[config.mk]
export PLATFORM = sky130hd
export DESIGN_NAME = flow_out_collector
export DESIGN_NICKNAME = d
export VERILOG_FILES = /design/src/rtl/flow_out_collector.sv
export SDC_FILE = /design/constraint.sdc
export NUM_CORES = 1
export LEC_CHECK = 0
export ABC_CLOCK_PERIOD_IN_PS = 5500
export BUFFER_PORTS_ARGS = -buffer_cell sky130_fd_sc_hd__buf_4
export CAP_MARGIN = 20
export CORE_ASPECT_RATIO = 0.75
export CORE_UTILIZATION = 55
export CTS_BUF_LIST = sky130_fd_sc_hd__clkbuf_8
export DETAILED_ROUTE_END_ITERATION = 7
export PLACE_DENSITY = 0.78
export SLEW_MARGIN = 20
export SYNTH_ARGS = -nofsm -noshare
export SYNTH_HDL_FRONTEND = slang
export SYNTH_SLANG_ARGS = --single-unit
[constraint.sdc]
create_clock -name clk -period 5.5 [get_ports clk]
set_clock_uncertainty 0.2 [all_clocks]
set_input_delay 0.55 -clock clk [delete_from_list [all_inputs] [get_ports clk]]
set_output_delay 0.55 -clock clk [all_outputs]
set_load 0.03 [all_outputs]
[src/rtl/flow_out_collector.sv]
// -----------------------------------------------------------------------------
// flow_out_collector
//
// Receiving end of a tagged multi-flow write stream. Each incoming word
// carries a flow id in its upper TAG_W bits. The word is steered into that
// flow's show-ahead FIFO, and it is counted against the frame length that was
// configured for the flow. Each flow runs a small IDLE/ACTIVE/DONE state
// machine. The flow reports done once its frame has been fully received.
//
// Ports
//   clk        : single clock, rising edge
//   rst        : synchronous, active-high reset
//   din        : {tag, data} input word
//   write      : din valid this cycle
//   full       : per-flow back-pressure (registered, occupancy == DEPTH)
//   cfg_din    : {tag, expected_count} frame setup word
//   cfg_write  : cfg_din valid this cycle
//   rd         : per-flow pop strobe (ignored while that FIFO is empty)
//   dout       : per-flow head-of-FIFO data, flow i at [i*DATA_W +: DATA_W]
//   empty      : per-flow FIFO empty
//   done       : per-flow frame complete (level, while in DONE)
//   err        : per-flow sticky error (overflow or unexpected data)
// -----------------------------------------------------------------------------
module flow_out_collector #(
  parameter int FLUX   = 4,
  parameter int DEPTH  = 16,
  parameter int DATA_W = 8,
  parameter int CNT_W  = 13,
  parameter int TAG_W  = (FLUX > 1) ? $clog2(FLUX) : 1
) (
  input  logic                     clk,
  input  logic                     rst,
  input  logic [TAG_W+DATA_W-1:0]  din,
  input  logic                     write,
  output logic [FLUX-1:0]          full,
  input  logic [TAG_W+CNT_W-1:0]   cfg_din,
  input  logic                     cfg_write,
  input  logic [FLUX-1:0]          rd,
  output logic [FLUX*DATA_W-1:0]   dout,
  output logic [FLUX-1:0]          empty,
  output logic [FLUX-1:0]          done,
  output logic [FLUX-1:0]          err
);

  localparam int PTR_W = $clog2(DEPTH);
  localparam int OCC_W = PTR_W + 1;

  typedef enum logic [1:0] {
    IDLE   = 2'd0,
    ACTIVE = 2'd1,
    DONE   = 2'd2
  } flow_state_e;

  // Input field split
  logic [TAG_W-1:0]  din_tag;
  logic [DATA_W-1:0] din_data;
  logic [TAG_W-1:0]  cfg_tag;
  logic [CNT_W-1:0]  cfg_cnt;

  assign din_tag  = din[TAG_W+DATA_W-1 -: TAG_W];
  assign din_data = din[DATA_W-1:0];
  assign cfg_tag  = cfg_din[TAG_W+CNT_W-1 -: TAG_W];
  assign cfg_cnt  = cfg_din[CNT_W-1:0];

  // Per-flow state
  flow_state_e       state    [FLUX];
  logic [CNT_W-1:0]  exp_cnt  [FLUX];
  logic [CNT_W-1:0]  rcv_cnt  [FLUX];
  logic [PTR_W-1:0]  wr_ptr   [FLUX];
  logic [PTR_W-1:0]  rd_ptr   [FLUX];
  logic [OCC_W-1:0]  occ      [FLUX];
  logic [DATA_W-1:0] mem      [FLUX][DEPTH];

  // Next-state values
  flow_state_e       state_nx [FLUX];
  logic [CNT_W-1:0]  exp_nx   [FLUX];
  logic [CNT_W-1:0]  rcv_nx   [FLUX];
  logic [OCC_W-1:0]  occ_nx   [FLUX];
  logic [FLUX-1:0]   cfg_hit;
  logic [FLUX-1:0]   wr_hit;
  logic [FLUX-1:0]   push;
  logic [FLUX-1:0]   pop;
  logic [FLUX-1:0]   err_set;

  // Tag decode. A tag >= FLUX matches no flow, so that word is silently
  // dropped without any state change.
  always_comb begin
    cfg_hit = '0;
    wr_hit  = '0;
    for (int i = 0; i < FLUX; i++) begin
      cfg_hit[i] = cfg_write && (cfg_tag == TAG_W'(i));
      wr_hit[i]  = write     && (din_tag == TAG_W'(i));
    end
  end

  // Per-flow next state. A same-cycle config is applied first, and a
  // same-cycle write is then judged against the freshly configured flow.
  // NOTE: every output of this block gets a default first, so no path can
  // leave a value unassigned and infer a latch.
  always_comb begin
    for (int i = 0; i < FLUX; i++) begin
      state_nx[i] = state[i];
      exp_nx[i]   = exp_cnt[i];
      rcv_nx[i]   = rcv_cnt[i];
      push[i]     = 1'b0;
      err_set[i]  = 1'b0;

      if (cfg_hit[i]) begin
        exp_nx[i]   = cfg_cnt;
        rcv_nx[i]   = '0;
        state_nx[i] = (cfg_cnt == '0) ? DONE : ACTIVE;
      end

      if (wr_hit[i]) begin
        // full is the registered flag, so a pop in this same cycle does not
        // free a slot for this write.
        if (state_nx[i] == ACTIVE && !full[i]) begin
          push[i]   = 1'b1;
          rcv_nx[i] = rcv_nx[i] + CNT_W'(1);
          if (rcv_nx[i] == exp_nx[i]) begin
            state_nx[i] = DONE;
          end
        end else begin
          err_set[i] = 1'b1;
        end
      end

      pop[i] = rd[i] && (occ[i] != '0);

      unique case ({push[i], pop[i]})
        2'b10:   occ_nx[i] = occ[i] + OCC_W'(1);
        2'b01:   occ_nx[i] = occ[i] - OCC_W'(1);
        default: occ_nx[i] = occ[i];
      endcase
    end
  end

  // Control registers
  // NOTE: sequential state uses non-blocking assignments only, so every
  // register samples values from before the clock edge.
  always_ff @(posedge clk) begin
    if (rst) begin
      for (int i = 0; i < FLUX; i++) begin
        state[i]   <= IDLE;
        exp_cnt[i] <= '0;
        rcv_cnt[i] <= '0;
        wr_ptr[i]  <= '0;
        rd_ptr[i]  <= '0;
        occ[i]     <= '0;
      end
      full <= '0;
      done <= '0;
      err  <= '0;
    end else begin
      for (int i = 0; i < FLUX; i++) begin
        state[i]   <= state_nx[i];
        exp_cnt[i] <= exp_nx[i];
        rcv_cnt[i] <= rcv_nx[i];
        occ[i]     <= occ_nx[i];
        if (push[i]) wr_ptr[i] <= wr_ptr[i] + PTR_W'(1);
        if (pop[i])  rd_ptr[i] <= rd_ptr[i] + PTR_W'(1);
        full[i] <= (occ_nx[i] == OCC_W'(DEPTH));
        done[i] <= (state_nx[i] == DONE);
        err[i]  <= err[i] | err_set[i];
      end
    end
  end

  // FIFO storage
  // NOTE: the storage array has no reset. The occupancy counter makes any
  // stale word unreachable, so clearing it would add only reset fan-out.
  always_ff @(posedge clk) begin
    for (int i = 0; i < FLUX; i++) begin
      if (push[i]) mem[i][wr_ptr[i]] <= din_data;
    end
  end

  // Show-ahead outputs. The head word is visible while the FIFO is non-empty,
  // and the slice reads zero otherwise, which also gives dout = 0 out of reset.
  always_comb begin
    dout  = '0;
    empty = '0;
    for (int i = 0; i < FLUX; i++) begin
      empty[i] = (occ[i] == '0);
      if (occ[i] != '0) begin
        dout[i*DATA_W +: DATA_W] = mem[i][rd_ptr[i]];
      end
    end
  end

endmodule

==> impl_metrics.json <==
{
  "hold_path_class": "primary input to register",
  "synth_compound_area_frac": 0.0390,
  "netlist_top_cells_count": "edfxtp_1, nand2_1, mux4_2",
  "ios": 81,
  "syn_inst": 2034,
  "first_pass_iters": 6,
  "cts_buffers": 101,
  "hold_viol_final": 0,
  "hold_end": "err[0]",
  "dieArea_um2": 55100,
  "placed_cell_area_um2": 31000,
  "synthMuxAreaShare": 0.127,
  "clk_path_buf_depth": 3,
  "cp_slowest_cell": "or4_4",
  "finalCritPeriodShare": 0.850,
  "drcViolationCount": 0,
  "syn_nets": 2103,
  "tightestPinTransition_ns": 0.912,
  "insertion_delay_ns": 0.69,
  "min_from": "din[9]",
  "fin_area_um2": 33100,
  "antenna_found_initial": 0,
  "yosysMostFrequentCell": "edfxtp_1",
  "yosysSeqAreaShare": 0.645,
  "rsz0062_at_grt": "false",
  "synth.distinct_cells": 68,
  "dieHeight_um": 204,
  "track_usage": 0.237,
  "synth_warnings": 0,
  "layout.nets": 2204,
  "drv_slew": 0,
  "yosys.area_share.simple": 0.107,
  "avgSynthCellArea_um2": 14.6,
  "clock-sinks": 688,
  "vias": 17500,
  "die_w_um": 271,
  "leakage_nw": 11.2,
  "fin_crit_ns": 4.67,
  "critical_path.max_fanout": 22,
  "cts_tree": "yes",
  "fmax_ghz": 0.214,
  "wl_per_cell_um": 21.9,
  "clkTransAtPathRegs_ns": 0.06,
  "synth-xor-area-share": 0.0447,
  "grt_pass1_wl_um": 99600,
  "final_layout_size_suffix_gt1_frac": 0.195,
  "r2r_slack_ns": 1.81,
  "finalSetupViolCount": 0,
  "synthFlopType": "edfxtp_1",
  "antenna_left": 0,
  "max_stage_delay_ns": 0.58,
  "maxCapViolCount": 0,
  "synth_edf_count": 544,
  "antenna_cells": 0,
  "initial_core_util": 0.559,
  "reg2reg_from": "occ[1][1]",
  "ctsRootBufferMaster": "clkbuf_8",
  "rr_worst_depth": 15,
  "viasPerCell": 5.98,
  "crit_path_end_kind": "register",
  "gp_congestion": 0.926,
  "synth_top_cell_by_area": "edfxtp_1",
  "wl_um": 64200,
  "synthAdderAreaFrac": 0.0151,
  "relSlewSlack": 0.390,
  "grt_max_degree": 69,
  "syn-cell-area_um2": 29800,
  "hold_depth": 4,
  "h-tree-depth": 3,
  "drt_iter0_drc": 1889,
  "fin_tns_setup_ns": 0,
  "overflow": 0,
  "yosys.area.top_type_share": 0.548,
  "num_rows": 73,
  "power_density_nw_per_um2": 357,
  "async_flop_share": 0,
  "port_buffers": 80,
  "crit_type": "primary input to register",
  "required_ns": 5.91,
  "post-dp-hpwl_um": 41600,
  "area_delta_synth_final_pct": 11.3,
  "cp-start-kind": "primary input",
  "ys_ff_latch": 688,
  "outcome": "finished, final reports clean",
  "synthTopCellsByArea": "edfxtp_1, mux4_2, dfxtp_1",
  "synth_top_family_by_area": "multiplexers",
  "cp_cell_sequence": "dlygate4sd3_1, buf_4, or4_4, nor4_4, o21a_1, nor3_2, buf_4, inv_2, ha_1, xor2_1, ha_1, a21o_1, nand2_1, a21oi_1, a211oi_1, or3_1, a21oi_1, and4b_1",
  "r2r_end": "full[1]",
  "cp.arrival_ns": 5.09,
  "ir_worst_vdd_v": 0.000234,
  "grt_pass1_vias": 17000,
  "core-area_um2": 53200
}
registers in the layout (all words and copies together) (netlist names):
register and cells:
wr_ptr 16, mem 512, occ 20, rcv_cnt 52, state 8, full 4, rd_ptr 16, exp_cnt 52
done 4, err 4
power by group:
group          internal [mW]  switching, mW
clock network           2.13           1.94
registers               5.69          0.151
logic                  0.885           1.06
total                   8.70           3.15
metrics by stage:
| step | utilization | hold slack, ns | worst slack [ns] | std cells | total power, mW |
|---|---|---|---|---|---|
| floorplan | - | 0.246 | 1.21 | 2034 | 7.24 |
| global placement | 0.582 | 0.256 | 0.984 | 2731 | 7.84 |
| detailed placement | 0.582 | 0.259 | 0.790 | 2731 | 7.89 |
| CTS | 0.622 | 0.0119 | 0.966 | 2931 | 11.9 |
| global route | 0.622 | 0.0600 | 0.701 | 2931 | 12.3 |
| finish | 0.622 | 0.0723 | 0.827 | 2931 | 11.8 |
how the worst max path moves through the flow:
stage / slack [ns] / depth (start not counted) / start / to
final: 0.83 / 18 / cfg_din[3] / full[1]
after global routing: 0.70 / 18 / cfg_din[2] / full[1]
after CTS: 0.97 / 18 / cfg_din[3] / full[1]
after detailed placement: 0.79 / 17 / cfg_din[3] / full[1]
after global placement: 0.98 / 17 / cfg_din[3] / full[1]
after floorplan: 1.21 / 19 / cfg_din[6] / full[1]
final cells by class:
type                    count  area, um^2
fillers                  3780       20100
flip-flops and latches    688       19200
multi-input cells        1193        9930
clock buffers             113        1560
repair buffers            123         981
well taps                 712         891
clock inverters            74         449
inverters                  28         108
timing repair:
item | 4_1_cts | 5_1_grt
endpoints found under the setup margin | 0 | 0
hold buffers | 13 | 0
hold endpoints to repair | 44 | 0
resized for setup | 0 | 0
buffers inserted | 0 | 0
routing by layer:
layer | up-vias | share of wire | global-route usage
li1 | 7864 | - | -
met2 | 776 | 0.45 | 0.353
met5 | - | 0 | 0
met3 | 91 | 0.085 | 0.0490
met4 | 0 | 0.015 | 0.0573
met1 | 8790 | 0.45 | 0.360
logic make-up after synthesis:
group,count (synthesis)
buffers and inverters,153
multiplexers,178
adder cells (fa/ha/maj),36
AND/OR/NAND/NOR,636
AO/OA/AOI/OAI,191
XOR/XNOR,152
flip-flops,688
worst max-delay path: cells and delay by family:
| kind | cells | cell delay (ns) |
|---|---|---|
| AOI/OAI and AO/OA | 5 | 0.78 |
| adders and majority gates | 2 | 0.68 |
| buffers and inverters | 4 | 1.15 |
| and+or+nand+nor | 6 | 1.73 |
| xor gates and xnor gates | 1 | 0.19 |
cells in the final DEF, fill, tap and decap left out, types with 15 or more instances in the layout:
cell type / netlist / final
nand2_1: 175 / 175
edfxtp_1: 544 / 544
o21ai_0: 31 / 31
and2_1: 53 / 53
xnor2_1: 79 / 79
clkinv_1: 0 / 26
or3_1: 15 / 15
nor3_1: 39 / 39
nor2b_1: 39 / 39
buf_4: 4 / 108
dfxtp_1: 144 / 144
nand3_1: 36 / 36
xor2_1: 73 / 73
mux2i_1: 17 / 17
mux4_2: 160 / 160
nand2b_1: 21 / 21
clkbuf_8: 0 / 113
clkinv_2: 2 / 19
inv_1: 25 / 47
a21oi_1: 93 / 93
ha_1: 36 / 36
nor2_1: 150 / 150
nand4_1: 17 / 17
and3_1: 26 / 26
Note: power is estimated with default switching activity, not from simulation.
